===== src/rtl/uart_tx_arbiter_pkg.sv =====
// Shared types and defaults for the UART TX arbiter slice.
package uart_tx_pkg;

    localparam int unsigned DefaultDataWidth = 8;

    typedef enum logic [1:0] {
        StIdle      = 2'd0,
        StLaunch    = 2'd1,
        StWaitStart = 2'd2,
        StWaitDone  = 2'd3
    } arb_state_t;

endpackage


===== src/rtl/uart_tx_arbiter_if.sv =====
// Producer/serializer signal bundle around the UART TX arbiter.
// The master modport is the arbiter's view; the slave modport is its surroundings.
interface uart_tx_arbiter_if #(
    parameter int unsigned NUM_REQ    = 4,
    parameter int unsigned DATA_WIDTH = uart_tx_pkg::DefaultDataWidth
);
    import uart_tx_pkg::*;

    localparam int unsigned IdW = $clog2(NUM_REQ);

    logic [NUM_REQ-1:0]            req_valid;
    logic [NUM_REQ*DATA_WIDTH-1:0] req_data;
    logic [NUM_REQ-1:0]            req_ready;
    logic [DATA_WIDTH-1:0]         tx_p_data;
    logic                          tx_data_valid;
    logic                          tx_busy;
    logic [IdW-1:0]                grant_id;
    logic                          arb_busy;
    logic                          err_timeout;

    modport master (
        input  req_valid, req_data, tx_busy,
        output req_ready, tx_p_data, tx_data_valid, grant_id, arb_busy, err_timeout
    );

    modport slave (
        output req_valid, req_data, tx_busy,
        input  req_ready, tx_p_data, tx_data_valid, grant_id, arb_busy, err_timeout
    );

endinterface


===== src/rtl/uart_tx_arbiter_rr_arbiter.sv =====
// Combinational round-robin picker: first set request at or after ptr, wrapping modulo N.
module rr_arbiter #(
    parameter  int unsigned N   = 4,
    localparam int unsigned IdW = $clog2(N)
) (
    input  logic [N-1:0]   req,
    input  logic [IdW-1:0] ptr,
    output logic [N-1:0]   gnt,
    output logic [IdW-1:0] idx,
    output logic           any_req
);

    logic           found;
    int unsigned    pos;
    logic [IdW-1:0] pos_idx;

    always_comb begin
        gnt     = '0;
        idx     = '0;
        found   = 1'b0;
        pos     = 0;
        pos_idx = '0;
        for (int unsigned i = 0; i < N; i++) begin
            pos     = (32'(ptr) + i) % N;
            pos_idx = IdW'(pos);
            if (!found && req[pos_idx]) begin
                found        = 1'b1;
                gnt[pos_idx] = 1'b1;
                idx          = pos_idx;
            end
        end
    end

    assign any_req = |req;

endmodule


===== src/rtl/uart_tx_arbiter.sv =====
// Shares one UART TX serializer among NUM_REQ byte producers with round-robin grants,
// launching one DATA_VALID pulse per captured byte and tracking BUSY through the frame.
module uart_tx_arbiter
    import uart_tx_pkg::*;
#(
    parameter int unsigned NUM_REQ       = 4,
    parameter int unsigned DATA_WIDTH    = DefaultDataWidth,
    parameter int unsigned START_TIMEOUT = 4
) (
    input logic               CLK,
    input logic               RST,
    uart_tx_arbiter_if.master bus
);

    localparam int unsigned IdW  = $clog2(NUM_REQ);
    localparam int unsigned CntW = $clog2(START_TIMEOUT);

    arb_state_t            state_q, state_d;
    logic [IdW-1:0]        rr_ptr_q, rr_ptr_d;
    logic [DATA_WIDTH-1:0] hold_data_q, hold_data_d;
    logic [IdW-1:0]        grant_id_q, grant_id_d;
    logic [CntW-1:0]       start_cnt_q, start_cnt_d;

    logic [NUM_REQ-1:0]    arb_gnt;
    logic [IdW-1:0]        arb_idx;
    logic                  arb_any;
    logic [DATA_WIDTH-1:0] req_bytes [NUM_REQ];

    for (genvar g = 0; g < NUM_REQ; g++) begin : g_unpack
        assign req_bytes[g] = bus.req_data[g*DATA_WIDTH +: DATA_WIDTH];
    end

    rr_arbiter #(
        .N (NUM_REQ)
    ) u_rr_arbiter (
        .req     (bus.req_valid),
        .ptr     (rr_ptr_q),
        .gnt     (arb_gnt),
        .idx     (arb_idx),
        .any_req (arb_any)
    );

    always_comb begin
        state_d           = state_q;
        rr_ptr_d          = rr_ptr_q;
        hold_data_d       = hold_data_q;
        grant_id_d        = grant_id_q;
        start_cnt_d       = start_cnt_q;
        bus.req_ready     = '0;
        bus.tx_data_valid = 1'b0;
        bus.err_timeout   = 1'b0;

        unique case (state_q)
            StIdle: begin
                // A BUSY seen here belongs to someone else; never launch on top of it.
                if (arb_any && !bus.tx_busy) begin
                    bus.req_ready = arb_gnt;
                    hold_data_d   = req_bytes[arb_idx];
                    grant_id_d    = arb_idx;
                    rr_ptr_d      = (arb_idx == IdW'(NUM_REQ - 1)) ? '0 : arb_idx + 1'b1;
                    state_d       = StLaunch;
                end
            end
            StLaunch: begin
                bus.tx_data_valid = 1'b1;
                start_cnt_d       = '0;
                state_d           = StWaitStart;
            end
            StWaitStart: begin
                if (bus.tx_busy) begin
                    state_d = StWaitDone;
                end else if (start_cnt_q == CntW'(START_TIMEOUT - 1)) begin
                    // Byte is dropped, not retried.
                    bus.err_timeout = 1'b1;
                    state_d         = StIdle;
                end else begin
                    start_cnt_d = start_cnt_q + 1'b1;
                end
            end
            StWaitDone: begin
                if (!bus.tx_busy) begin
                    state_d = StIdle;
                end
            end
        endcase
    end

    always_ff @(posedge CLK or negedge RST) begin
        if (!RST) begin
            state_q     <= StIdle;
            rr_ptr_q    <= '0;
            hold_data_q <= '0;
            grant_id_q  <= '0;
            start_cnt_q <= '0;
        end else begin
            state_q     <= state_d;
            rr_ptr_q    <= rr_ptr_d;
            hold_data_q <= hold_data_d;
            grant_id_q  <= grant_id_d;
            start_cnt_q <= start_cnt_d;
        end
    end

    assign bus.tx_p_data = hold_data_q;
    assign bus.grant_id  = grant_id_q;
    assign bus.arb_busy  = (state_q != StIdle);

endmodule


===== src/flat_wrapper.sv =====
// flat-port wrapper written by rule: the top's interface ports become plain ports
module uart_tx_arbiter_flat import uart_tx_pkg::*;
#(
    parameter int unsigned NUM_REQ       = 4,
    parameter int unsigned DATA_WIDTH    = DefaultDataWidth,
    parameter int unsigned START_TIMEOUT = 4
)
  (CLK, RST, bus_req_valid, bus_req_data, bus_tx_busy, bus_req_ready, bus_tx_p_data, bus_tx_data_valid, bus_grant_id, bus_arb_busy, bus_err_timeout);
  uart_tx_arbiter_if #(.NUM_REQ(NUM_REQ), .DATA_WIDTH(DATA_WIDTH)) bus_i ();
  input logic CLK;
  input logic RST;
  input wire logic [$bits(bus_i.req_valid)-1:0] bus_req_valid;
  input wire logic [$bits(bus_i.req_data)-1:0] bus_req_data;
  input wire logic [$bits(bus_i.tx_busy)-1:0] bus_tx_busy;
  output wire logic [$bits(bus_i.req_ready)-1:0] bus_req_ready;
  output wire logic [$bits(bus_i.tx_p_data)-1:0] bus_tx_p_data;
  output wire logic [$bits(bus_i.tx_data_valid)-1:0] bus_tx_data_valid;
  output wire logic [$bits(bus_i.grant_id)-1:0] bus_grant_id;
  output wire logic [$bits(bus_i.arb_busy)-1:0] bus_arb_busy;
  output wire logic [$bits(bus_i.err_timeout)-1:0] bus_err_timeout;
  assign bus_i.req_valid = bus_req_valid;
  assign bus_i.req_data = bus_req_data;
  assign bus_i.tx_busy = bus_tx_busy;
  assign bus_req_ready = bus_i.req_ready;
  assign bus_tx_p_data = bus_i.tx_p_data;
  assign bus_tx_data_valid = bus_i.tx_data_valid;
  assign bus_grant_id = bus_i.grant_id;
  assign bus_arb_busy = bus_i.arb_busy;
  assign bus_err_timeout = bus_i.err_timeout;
  uart_tx_arbiter #(.NUM_REQ(NUM_REQ), .DATA_WIDTH(DATA_WIDTH), .START_TIMEOUT(START_TIMEOUT)) u_core (.CLK(CLK), .RST(RST), .bus(bus_i));
endmodule

===== config.mk =====
export PLATFORM = sky130hd
export DESIGN_NAME = uart_tx_arbiter_flat
export DESIGN_NICKNAME = d
export VERILOG_FILES = /design/src/rtl/uart_tx_arbiter_pkg.sv /design/src/rtl/uart_tx_arbiter_if.sv /design/src/rtl/uart_tx_arbiter_rr_arbiter.sv /design/src/rtl/uart_tx_arbiter.sv /design/src/flat_wrapper.sv
export SDC_FILE = /design/constraint.sdc
export NUM_CORES = 1
export LEC_CHECK = 0
export BUFFER_PORTS_ARGS = -buffer_cell sky130_fd_sc_hd__buf_2
export CORE_ASPECT_RATIO = 1.25
export CORE_MARGIN = 5
export CORE_UTILIZATION = 35
export CTS_BUF_LIST = sky130_fd_sc_hd__clkbuf_4
export DETAILED_ROUTE_END_ITERATION = 10
export SYNTH_ARGS = -nofsm -noshare
export SYNTH_HDL_FRONTEND = slang
export SYNTH_SLANG_ARGS = --single-unit

===== constraint.sdc =====
create_clock -name CLK -period 3.5 [get_ports CLK]
set_input_delay 0.7 -clock CLK [delete_from_list [all_inputs] [get_ports CLK]]
set_output_delay 0.7 -clock CLK [all_outputs]
set_load 0.005 [all_outputs]

; Yosys cells after proc, flatten, opt, wreduce, memory -nomap -nowiden
; Cells that the tools add are included.
[classes]
n_addsub = 5
n_lt_le_gt_ge = 9
eq_ne = 10
mux = 45
bitwise_logic = 4
n_reduce_logical = 19
[ops]
columns = operator, count
row1 = $mux W4, 6
row2 = $mux W2, 11
row3 = $bmux W8 S2, 1
row4 = $mux W8, 2
row5 = $mux W1, 15
row6 = $lt A2 B3 Y1 const B, 4
row7 = $or A4 B4 Y4, 3
row8 = $bmux W1 S2, 4
row9 = $demux W1 S2, 4
row10 = $eq A2 B2 Y1 const B, 4
row11 = $ge A2 B1 Y1 const B, 4
row12 = $logic_and A1 B1 Y1, 8
row13 = $pmux W2 S4, 1
row14 = $add A2 B1 Y2 const B, 3
row15 = $ne A2 B2 Y1 const B, 3
row16 = $reduce_and A3 Y1, 2
row17 = $add A2 B2 Y2 const B, 2
row18 = $logic_not A1 Y1, 4
row19 = $pmux W2 S2, 1
row20 = $reduce_bool A2 Y1, 2
row21 = $reduce_or A4 Y1, 1
row22 = $ge A3 B3 Y1 const B, 1
row23 = $ne A3 B2 Y1 const B, 1
row24 = $not A2 Y3, 1
row25 = 4 further kinds, 4
[totals]
regBits = 16
input_bits = 39
output_inout_bits = 17
word_cells = 97

; Longest topological paths before layout
; Gate-level depths: netlist of run 1.
[depth]
word_depth = 16
mapped_depth = 13
depth_no_buf = 9

; Modules after synthesis
; From an unflattened synthesis of run 1, not the netlist that was laid out.
[unflattened]
cells_unflattened = 117
hier_area_um2 = 1387.6
[modules_own_cells]
columns = module, n_inst, cells_per_inst, area_each_um2, seq_area_each_um2
row1 = uart_tx_arbiter, 1, 68, 975.9, 400.4
row2 = rr_arbiter, 1, 49, 411.6, 0.0

; Worst setup path before layout of run 1
; No wires, ideal clock.
[synth_path]
path_kind = reg-to-output
start = register u_core.rr_ptr_q[0]
end = output port bus_req_ready[0]
arrival_ns = 2.286
required_ns = 2.800
slack_ns = 0.514
stages_incl_launch_ff = 10
path_buffers = 2
cell_sequence = dfrtp_1 buf_4 inv_1 ha_1 clkbuf_1 mux4_2 a22oi_1 nor2_1 a221oi_1 nor2_1
[synth_via]
elab_chain_len = 14
elab_cells_between_ends = 49
classes_between = 3 x add/sub / 8 x order compare / 25 x mux / 3 x bitwise / 10 x reduce/logical
[synth_lines]
columns = item, line
row1 = start: declaration, uart_tx_arbiter.sv:19  ; logic [IdW-1:0] rr_ptr_q, rr_ptr_d;
row2 = start signal: assignment, uart_tx_arbiter.sv:97  ; rr_ptr_q <= rr_ptr_d;
row3 = "parallel branches: the longest is 11 deep, another holds $lt A2 B3 Y1", -
row4 = $mux W4 (*), uart_tx_arbiter_rr_arbiter.sv:26  ; if (!found && req[pos_idx]) begin
row5 = $mux W4 (*), uart_tx_arbiter.sv:56  ; if (arb_any && !bus.tx_busy) begin
row6 = $mux W4 (*), uart_tx_arbiter.sv:53  ; unique case (state_q)
row7 = end: declaration, flat_wrapper.sv:15  ; output wire logic [$bits(bus_i.req_ready)-1:0] bus_req_ready;
; Mark *: on every way between the ends. The select of a mux whose other input is x is not followed.

; Worst setup path after layout of run 1
[layout_path]
start = register u_core.rr_ptr_q[0]
end = output port bus_req_ready[2]
; Same word-level chain as after synthesis.

==> impl_metrics.tcl, run 1 <==
set metrics [dict create \
    via_per_inst 5.142 \
    clkSinkCount 16 \
    pre_cts_ws_ps 401.4 \
    drive_above_1_share_pct 36.04 \
    synth_xor_area_share_pct 0 \
    synth_top_family_by_area "multiplexers" \
    ant_nets 0 \
    chipHeight_um 81.28 \
    dieWidth_um 67.03 \
    gp_congestion 0.8494 \
    die_area_sq_um 5448 \
    worst_pin_slew_ps 1148 \
    critPathMaxFanout 8 \
    wl_um 3300 \
    hold_slack_ps 314.1 \
    use_met3_pct 2.490 \
    finalNetCount 247 \
    synth-edff-count 0 \
    final_common_cell "buf_2" \
    cp.arrival_ps 2410 \
    first_pass_iters 4 \
    antenna_found_initial 0 \
    drt-initial-drc-count 53 \
    synthCells 146 \
    reg2reg_from "u_core.rr_ptr_q[0]" \
    p_total_mw 1.349 \
    end_kind "output pin" \
    placed_cells 249 \
    clock_skew_ps 7.523 \
    layout.cells.non_filler 253 \
    cts_buffers 3 \
    coreArea_sq_um 4001 \
    rsz0062_at_grt "no" \
    setup-tns-final_ps 0 \
    yosys_most_used_dff "dfrtp_1" \
    hold_buffers 0 \
    placedInstanceArea_sq_um 1682 \
    fin_ws_ps 394.3 \
    synth_cell_types 35 \
    maxCapViolations 0 \
    htreeDepth 1 \
    grt_max_degree 20 \
    gr-total-overflow 0 \
    track_usage_pct 12.90 \
    timing.final.crit_period_ps 3106 \
    finalSetupViolations 0 \
    grt_pass1_vias 1241 \
    wl_per_cell_um 13.04 \
    cts_setup_buffers 0 \
    utilization_pct 42.68 \
    finalMaxSlewViolations 0 \
    cp.required_ps 2800 \
    avgSynthCellArea_sq_um 9.744 \
    min_path_type "input pin to async pin" \
    met2_usage_pct 21.04 \
    rows 26 \
    rr_endpoint "u_core.rr_ptr_q[1]" \
    syn_nets 195 \
    crit_start "u_core.rr_ptr_q[0]" \
    status "completed" \
    io_pins 56 \
    start_util_pct 35.55 \
    synth_warnings 0 \
    diodes 0 \
    relSlewSlack_pct 23.47 \
    clock-root-buffer "clkbuf_4" \
    synthAdderAreaFrac_pct 8.795 \
    synth-compound-area-share_pct 19.61 \
    grt-busiest-layer "met2" \
    p_per_area_nw_per_um2 789.7 \
    ir_drop_v 0.0002814 \
    reg2reg_depth 8 \
    fmax_ghz 0.3220 \
    vias 1301 \
    synth_seq_cells 16 \
    startpoint_type "flip-flop" \
    io_buffers 55 \
    synthArstFlopShare_pct 100.0 \
    min_period_over_period_pct 88.73 \
    hpwl_um 2543 \
    synth_seq_area_share_pct 28.14 \
    clock_latency_ps 280 \
    synthMuxAreaShare_pct 19.61 \
    area_growth_pct 20.05 \
    path_clk_slew_ps 90 \
    drc_errors 0 \
    finalInstanceArea_sq_um 1708 \
    path_class "flip-flop to output pin" \
    rrSetupSlack_ps 560 \
    post_cts_resized 0 \
    final_cell_mix "buf_2 (55), mux2i_1 (20), nand2_1 (19)" \
    grtUsageMet1_pct 16.92 \
    yosys.area_share.simple_pct 15.13 \
    cts_tree "yes" \
    syn_area_sq_um 1423 \
    hold_viol_final 0 \
    grt_pass1_wl_um 5568 \
    clock_path_buffers 2 \
    leakagePower_nw 0.8486 \
]
## critical path, cell delays in order, from the launching register on
cell	delay, ps
dfrtp_1	350
inv_1	110
ha_1	480
mux4_2	460
a22oi_1	220
nor2_1	60
a221oi_1	230
nor2_1	60
buf_2	150
## area by class of cell
| class | count | area (sq um) |
|---|---|---|
| fill | 427 | 2293 |
| multi-input combinational | 115 | 898.4 |
| sequential | 16 | 400.4 |
| timing repair buffer | 58 | 297.8 |
| tap | 56 | 70.07 |
| clock buffer | 3 | 22.52 |
| inverter | 4 | 15.01 |
| clock inverter | 1 | 3.754 |
## flip-flops by register name (all words and copies together) (netlist names)
name / flops
u_core.bus.tx_p_data: 8
u_core.bus.grant_id: 2
u_core.rr_ptr_q: 2
u_core.start_cnt_q: 2
u_core.state_q: 2
## cell usage after synthesis, types with 2 or more instances
library cell | n | area share [%]
a21oi_1 | 2 | 0.70
a221oi_1 | 5 | 3.1
a22oi_1 | 4 | 2.1
buf_12 | 2 | 2.8
buf_6 | 4 | 3.2
clkbuf_1 | 3 | 0.79
dfrtp_1 | 16 | 28
ha_1 | 10 | 8.8
inv_1 | 4 | 1.1
mux2i_1 | 20 | 14
mux4_2 | 2 | 3.2
nand2_1 | 19 | 5.0
nand2b_1 | 2 | 0.88
nor2_1 | 13 | 3.4
nor2b_1 | 3 | 1.3
nor3_1 | 4 | 1.4
nor3b_1 | 2 | 1.1
o21ai_0 | 5 | 1.8
o21ai_2 | 2 | 1.2
o221ai_1 | 8 | 4.9
o41ai_2 | 2 | 2.3
## worst max-delay path by stage
stage / endpoint / depth (start not counted)
2_1_floorplan: bus_req_ready[0] / 9
3_3_place_gp: u_core.rr_ptr_q[1] / 8
3_5_place_dp: u_core.rr_ptr_q[1] / 8
4_1_cts: bus_req_ready[0] / 8
5_1_grt: bus_req_ready[1] / 8
6_report: bus_req_ready[2] / 8
## where the power goes
group	internal [mW]	leakage (nW)	switching [mW]
registers	0.270	0.200	0.0637
logic	0.428	0.634	0.490
clock network	0.0413	0.0154	0.0559
total	0.739	0.849	0.610
## cells by family (layout without fill, tap and decap cells)
group | Yosys count | in the layout
compound gates | 35 | 35
buf+inv | 15 | 66
simple gates | 46 | 46
flops | 16 | 16
mux | 24 | 24
fa+ha+maj | 10 | 10
## layer usage
metal | wire, um | up-vias
li1 | - | 640
met1 | 1383 | 609
met2 | 1617 | 48
met3 | 263 | 4
met4 | 36 | 0
met5 | 0 | -
Note: power is estimated with default switching activity, not from simulation.
==> run 2: changes to the inputs <==
--- a/config.mk
+++ b/config.mk
@@ -5,12 +5,12 @@
 export SDC_FILE = /design/constraint.sdc
 export NUM_CORES = 1
 export LEC_CHECK = 0
-export BUFFER_PORTS_ARGS = -buffer_cell sky130_fd_sc_hd__buf_2
 export CORE_ASPECT_RATIO = 1.25
 export CORE_MARGIN = 5
 export CORE_UTILIZATION = 35
 export CTS_BUF_LIST = sky130_fd_sc_hd__clkbuf_4
 export DETAILED_ROUTE_END_ITERATION = 10
+export DONT_BUFFER_PORTS = 1
 export SYNTH_ARGS = -nofsm -noshare
 export SYNTH_HDL_FRONTEND = slang
 export SYNTH_SLANG_ARGS = --single-unit
==> run 2 against run 1 <==
Net effect: maximum frequency shrank 4.0%; worst hold slack lost 220 ps; via count shrank 15%; sequential cell count is the same; setup slack lost 130 ps; largest cell class unchanged; cell area shrank 16%; wire length shrank 2.0%; sequential power grew 14%; clock power grew 2.7%; register-to-register slack lost 230 ps; total power shrank 7.0%; utilization shrank 6.9 points.
==> impl_metrics.tcl, run 2 (synthesis gave the netlist of run 1 again) <==
set metrics [dict create \
    drive_above_1_share_pct 11.27 \
    p_per_area_nw_per_um2 875.7 \
    cts_setup_buffers 0 \
    wl_per_cell_um 16.34 \
    area_growth_pct 0.7034 \
    grt_max_degree 20 \
    cp.arrival_ps 2540 \
    rsz0062_at_grt "no" \
    leakagePower_nw 0.6176 \
    drc_errors 0 \
    hpwl_um 2544 \
    placed_cells 194 \
    grt_pass1_wl_um 5347 \
    drt-initial-drc-count 59 \
    start_util_pct 35.55 \
    crit_start "u_core.rr_ptr_q[1]" \
    chipHeight_um 81.28 \
    vias 1100 \
    pre_cts_ws_ps 296.9 \
    final_common_cell "mux2i_1" \
    finalNetCount 192 \
    ant_nets 0 \
    clock-root-buffer "clkbuf_4" \
    clock_path_buffers 2 \
    finalSetupViolations 0 \
    first_pass_iters 4 \
    htreeDepth 1 \
    ir_drop_v 0.0003198 \
    clkSinkCount 16 \
    path_clk_slew_ps 100 \
    hold_slack_ps 97.85 \
    worst_pin_slew_ps 1134 \
    end_kind "output pin" \
    startpoint_type "flip-flop" \
    finalMaxSlewViolations 0 \
    layout.cells.non_filler 198 \
    path_class "flip-flop to output pin" \
    setup-tns-final_ps 0 \
    coreArea_sq_um 4001 \
    min_period_over_period_pct 92.43 \
    min_path_type "input pin to async pin" \
    largest_reg_flops 8 \
    relSlewSlack_pct 24.39 \
    grt_pass1_vias 1130 \
    cp.required_ps 2800 \
    gr-total-overflow 0 \
    cts_buffers 3 \
    cts_tree "yes" \
    final_cell_mix "mux2i_1 (20), nand2_1 (19), dfrtp_1 (16)" \
    wl_um 3235 \
    fmax_ghz 0.3091 \
    critPathMaxFanout 9 \
    status "completed" \
    maxCapViolations 0 \
    io_buffers 0 \
    timing.final.crit_period_ps 3235 \
    hold_viol_final 0 \
    reg2reg_from "u_core.rr_ptr_q[1]" \
    diodes 0 \
    clock_skew_ps 3.729 \
    post_cts_resized 0 \
    fin_ws_ps 264.8 \
    clock_latency_ps 280 \
    gp_congestion 0.7793 \
    via_per_inst 5.556 \
    hold_buffers 0 \
    rows 26 \
    p_total_mw 1.255 \
    die_area_sq_um 5448 \
    io_pins 56 \
    track_usage_pct 12.51 \
    dieWidth_um 67.03 \
    antenna_found_initial 0 \
]
[run 2: cell types whose count changed in the layout (fill, tap and decap cells not counted)]
cell   delta
buf_2    -55
[run 2: path summary, 6_finish.rpt]
path / to / slack [ps] / cells past startpoint
worst max-delay path: bus_req_ready[0] / 260 / 7
worst min-delay path: u_core.bus.tx_p_data[0] / 100 / 0
worst max register to register: u_core.rr_ptr_q[1] / 330 / 8
worst min register to register: u_core.start_cnt_q[1] / 520 / 2
max in group asynchronous: u_core.rr_ptr_q[0] / 3330 / 0
min in group CLK: u_core.start_cnt_q[1] / 520 / 2
[run 2: power breakdown]
part	internal, mW	total (mW)	leakage (nW)	switching (mW)
logic	0.366	0.772	0.402	0.406
registers	0.270	0.382	0.200	0.112
clock network	0.0413	0.0998	0.0154	0.0584
total	0.678	1.25	0.618	0.577
[run 2: worst max-delay path, cell delays in order, from the launching register on]
cell      delay (ps)
dfrtp_1          560
inv_1            180
ha_1             470
mux4_2           430
a22oi_1          220
nor2_1            60
a221oi_1         230
nor2_1           100
[run 2: layout make-up]
| cell class | instances | area (sq um) |
|---|---|---|
| inverters | 4 | 15.01 |
| clock buffers | 3 | 22.52 |
| clock inverters | 1 | 3.754 |
| repair buffers | 3 | 22.52 |
| flip-flops and latches | 16 | 400.4 |
| fillers | 419 | 2569 |
| well taps | 56 | 70.07 |
| multi-input cells | 115 | 898.4 |
[run 2: stage by stage]
step	utilization, %	instance area [sq um]
6_report	35.80	1433
5_1_grt	35.80	1433
4_1_cts	35.80	1433
3_5_place_dp	35.15	1406
3_3_place_gp	35.15	1406
2_1_floorplan	-	1423
[run 2: layer usage]
metal	wire length [um]	GRT usage, %	vias to the layer above
li1	-	-	530
met1	1213	13.99	526
met2	1705	22.03	42
met3	302	4.288	2
met4	12	3.854	0
met5	0	0	-
==> run 3: changes to the inputs <==
--- a/config.mk
+++ b/config.mk
@@ -5,12 +5,16 @@
 export SDC_FILE = /design/constraint.sdc
 export NUM_CORES = 1
 export LEC_CHECK = 0
+export CELL_PAD_IN_SITES_DETAIL_PLACEMENT = 0
+export CELL_PAD_IN_SITES_GLOBAL_PLACEMENT = 1
 export CORE_ASPECT_RATIO = 1.25
 export CORE_MARGIN = 5
 export CORE_UTILIZATION = 35
 export CTS_BUF_LIST = sky130_fd_sc_hd__clkbuf_4
 export DETAILED_ROUTE_END_ITERATION = 10
 export DONT_BUFFER_PORTS = 1
+export MAX_ROUTING_LAYER = met4
+export PLACE_DENSITY_LB_ADDON = 0.1
 export SYNTH_ARGS = -nofsm -noshare
 export SYNTH_HDL_FRONTEND = slang
 export SYNTH_SLANG_ARGS = --single-unit
==> run 3 against run 2 <==
Net effect: maximum frequency down 0.20%; utilization is the same; worst hold slack gained 6.4 ps; register-to-register slack hardly changed; clock skew down 2.9 ps; sequential cell count unchanged; count of clock-buffer cells in the layout stayed put; combinational power grew 2%; critical path depth stayed put; total power shrank 0.56%; cell count fell by 1.0%; critical endpoint unchanged.
==> impl_metrics.tcl, run 3 (synthesis gave the netlist of run 1 again) <==
set metrics [dict create \
    met2_usage_pct 21.24 \
    cts_tree "yes" \
    relSlewSlack_pct 25.27 \
    io_pins 56 \
    first_pass_iters 4 \
    chipHeight_um 81.28 \
    post_cts_resized 0 \
    area_growth_pct 0.7034 \
    hold_buffers 0 \
    track_usage_pct 12.35 \
    worst_pin_slew_ps 1121 \
    clock_latency_ps 280 \
    utilization_pct 35.80 \
    final_cell_mix "mux2i_1 (20), nand2_1 (19), dfrtp_1 (16)" \
    vias 1073 \
    placed_cells 193 \
    die_area_sq_um 5448 \
    rsz0062_at_grt "no" \
    start_util_pct 35.55 \
    coreArea_sq_um 4001 \
    path_cells "inv_1, ha_1, mux4_2, a22oi_1, nor2_1, a221oi_1, nor2_1" \
    clock_skew_ps 0.8231 \
    end_kind "output pin" \
    gp_congestion 0.7485 \
    critical_path_buf_inv_count 1 \
    final_common_cell "mux2i_1" \
    p_per_area_nw_per_um2 870.9 \
    largest_reg_flops 8 \
    gr-total-overflow 0 \
    dieWidth_um 67.03 \
    hold_viol_final 0 \
    clock-root-buffer "clkbuf_4" \
    wl_um 3108 \
    hpwl_um 2396 \
    grtUsageMet1_pct 14.29 \
    cts_buffers 3 \
    wl_per_cell_um 15.86 \
    antenna_found_initial 0 \
    clkSinkCount 16 \
    cp.required_ps 2800 \
    max_stage_delay_ps 540 \
    min_period_over_period_pct 92.62 \
    startpoint_type "flip-flop" \
    setup-tns-final_ps 0 \
    htreeDepth 1 \
    hold_slack_ps 104.3 \
    finalMaxSlewViolations 0 \
    cp_slowest_cell "dfrtp_1" \
    status "completed" \
    path_class "flip-flop to output pin" \
    use_met3_pct 2.213 \
    drt-initial-drc-count 54 \
    cts_setup_buffers 0 \
    cp.arrival_ps 2540 \
    grt_pass1_wl_um 5119 \
    leakagePower_nw 0.6141 \
    grt-busiest-layer "met2" \
    finalNetCount 191 \
    drc_errors 0 \
    io_buffers 0 \
    layout.cells.non_filler 196 \
    placedInstanceArea_sq_um 1410 \
    grt_pass1_vias 1075 \
    ant_nets 0 \
    timing.final.crit_period_ps 3242 \
    drive_above_1_share_pct 10.71 \
    finalInstanceArea_sq_um 1433 \
    crit_family "flip-flops" \
    clock_path_buffers 2 \
    grt_max_degree 20 \
    fmax_ghz 0.3085 \
    maxCapViolations 0 \
    finalSetupViolations 0 \
    min_path_type "input pin to async pin" \
    ir_drop_v 0.0002774 \
    via_per_inst 5.474 \
    rows 26 \
    critPathMaxFanout 9 \
    diodes 0 \
    cp_common_cell "nor2_1" \
    path_clk_slew_ps 90 \
]
-- run 3: worst reg2reg max path: cells and delay by family (launching register included) --
kind | cells | cell delay, ps
muxes | 1 | 350
DFF | 1 | 540
adders and majority gates | 2 | 870
and+or+nand+nor | 1 | 50
buffers and inverters | 1 | 180
AOI/OAI and AO/OA | 3 | 1050
-- run 3: stage by stage --
| stage | setup slack [ps] | total power [mW] |
|---|---|---|
| finish | 258.2 | 1.248 |
| global route | 30.19 | 1.374 |
| CTS | 263.8 | 1.268 |
| detailed placement | 339.2 | 1.166 |
| global placement | 410.7 | 1.160 |
| floorplan | 513.8 | 1.109 |
-- run 3: power by group --
group	internal [mW]	switching, mW
Combinational	0.365	0.422
Clock	0.0399	0.0548
Sequential	0.271	0.0955
Total	0.675	0.573
-- run 3: final timing paths --
| kind | from | endpoint | slack [ps] | depth (start not counted) |
|---|---|---|---|---|
| max | u_core.rr_ptr_q[1] | bus_req_ready[0] | 260 | 7 |
| min | RST | u_core.bus.tx_p_data[2] | 100 | 0 |
| max reg2reg | u_core.rr_ptr_q[1] | u_core.rr_ptr_q[1] | 340 | 8 |
| min reg2reg | u_core.start_cnt_q[1] | u_core.start_cnt_q[1] | 520 | 2 |
| max in group asynchronous | RST | u_core.state_q[0] | 3330 | 0 |
| min in group CLK | u_core.start_cnt_q[1] | u_core.start_cnt_q[1] | 520 | 2 |
-- run 3: metal layers --
metal	share of wire (%)	vias to the layer above	routed length (um)
li1	-	527	-
met1	41	514	1278
met2	52	30	1621
met3	6.1	2	189
met4	0.61	0	19
met5	0	-	0
-- run 3: layout make-up --
| class | count | area (sq um) |
|---|---|---|
| Clock buffer | 3 | 22.52 |
| Fill cell | 407 | 2569 |
| Inverter | 4 | 15.01 |
| Multi-Input combinational cell | 115 | 909.6 |
| Sequential cell | 16 | 400.4 |
| Tap cell | 56 | 70.07 |
| Timing Repair Buffer | 2 | 15.01 |
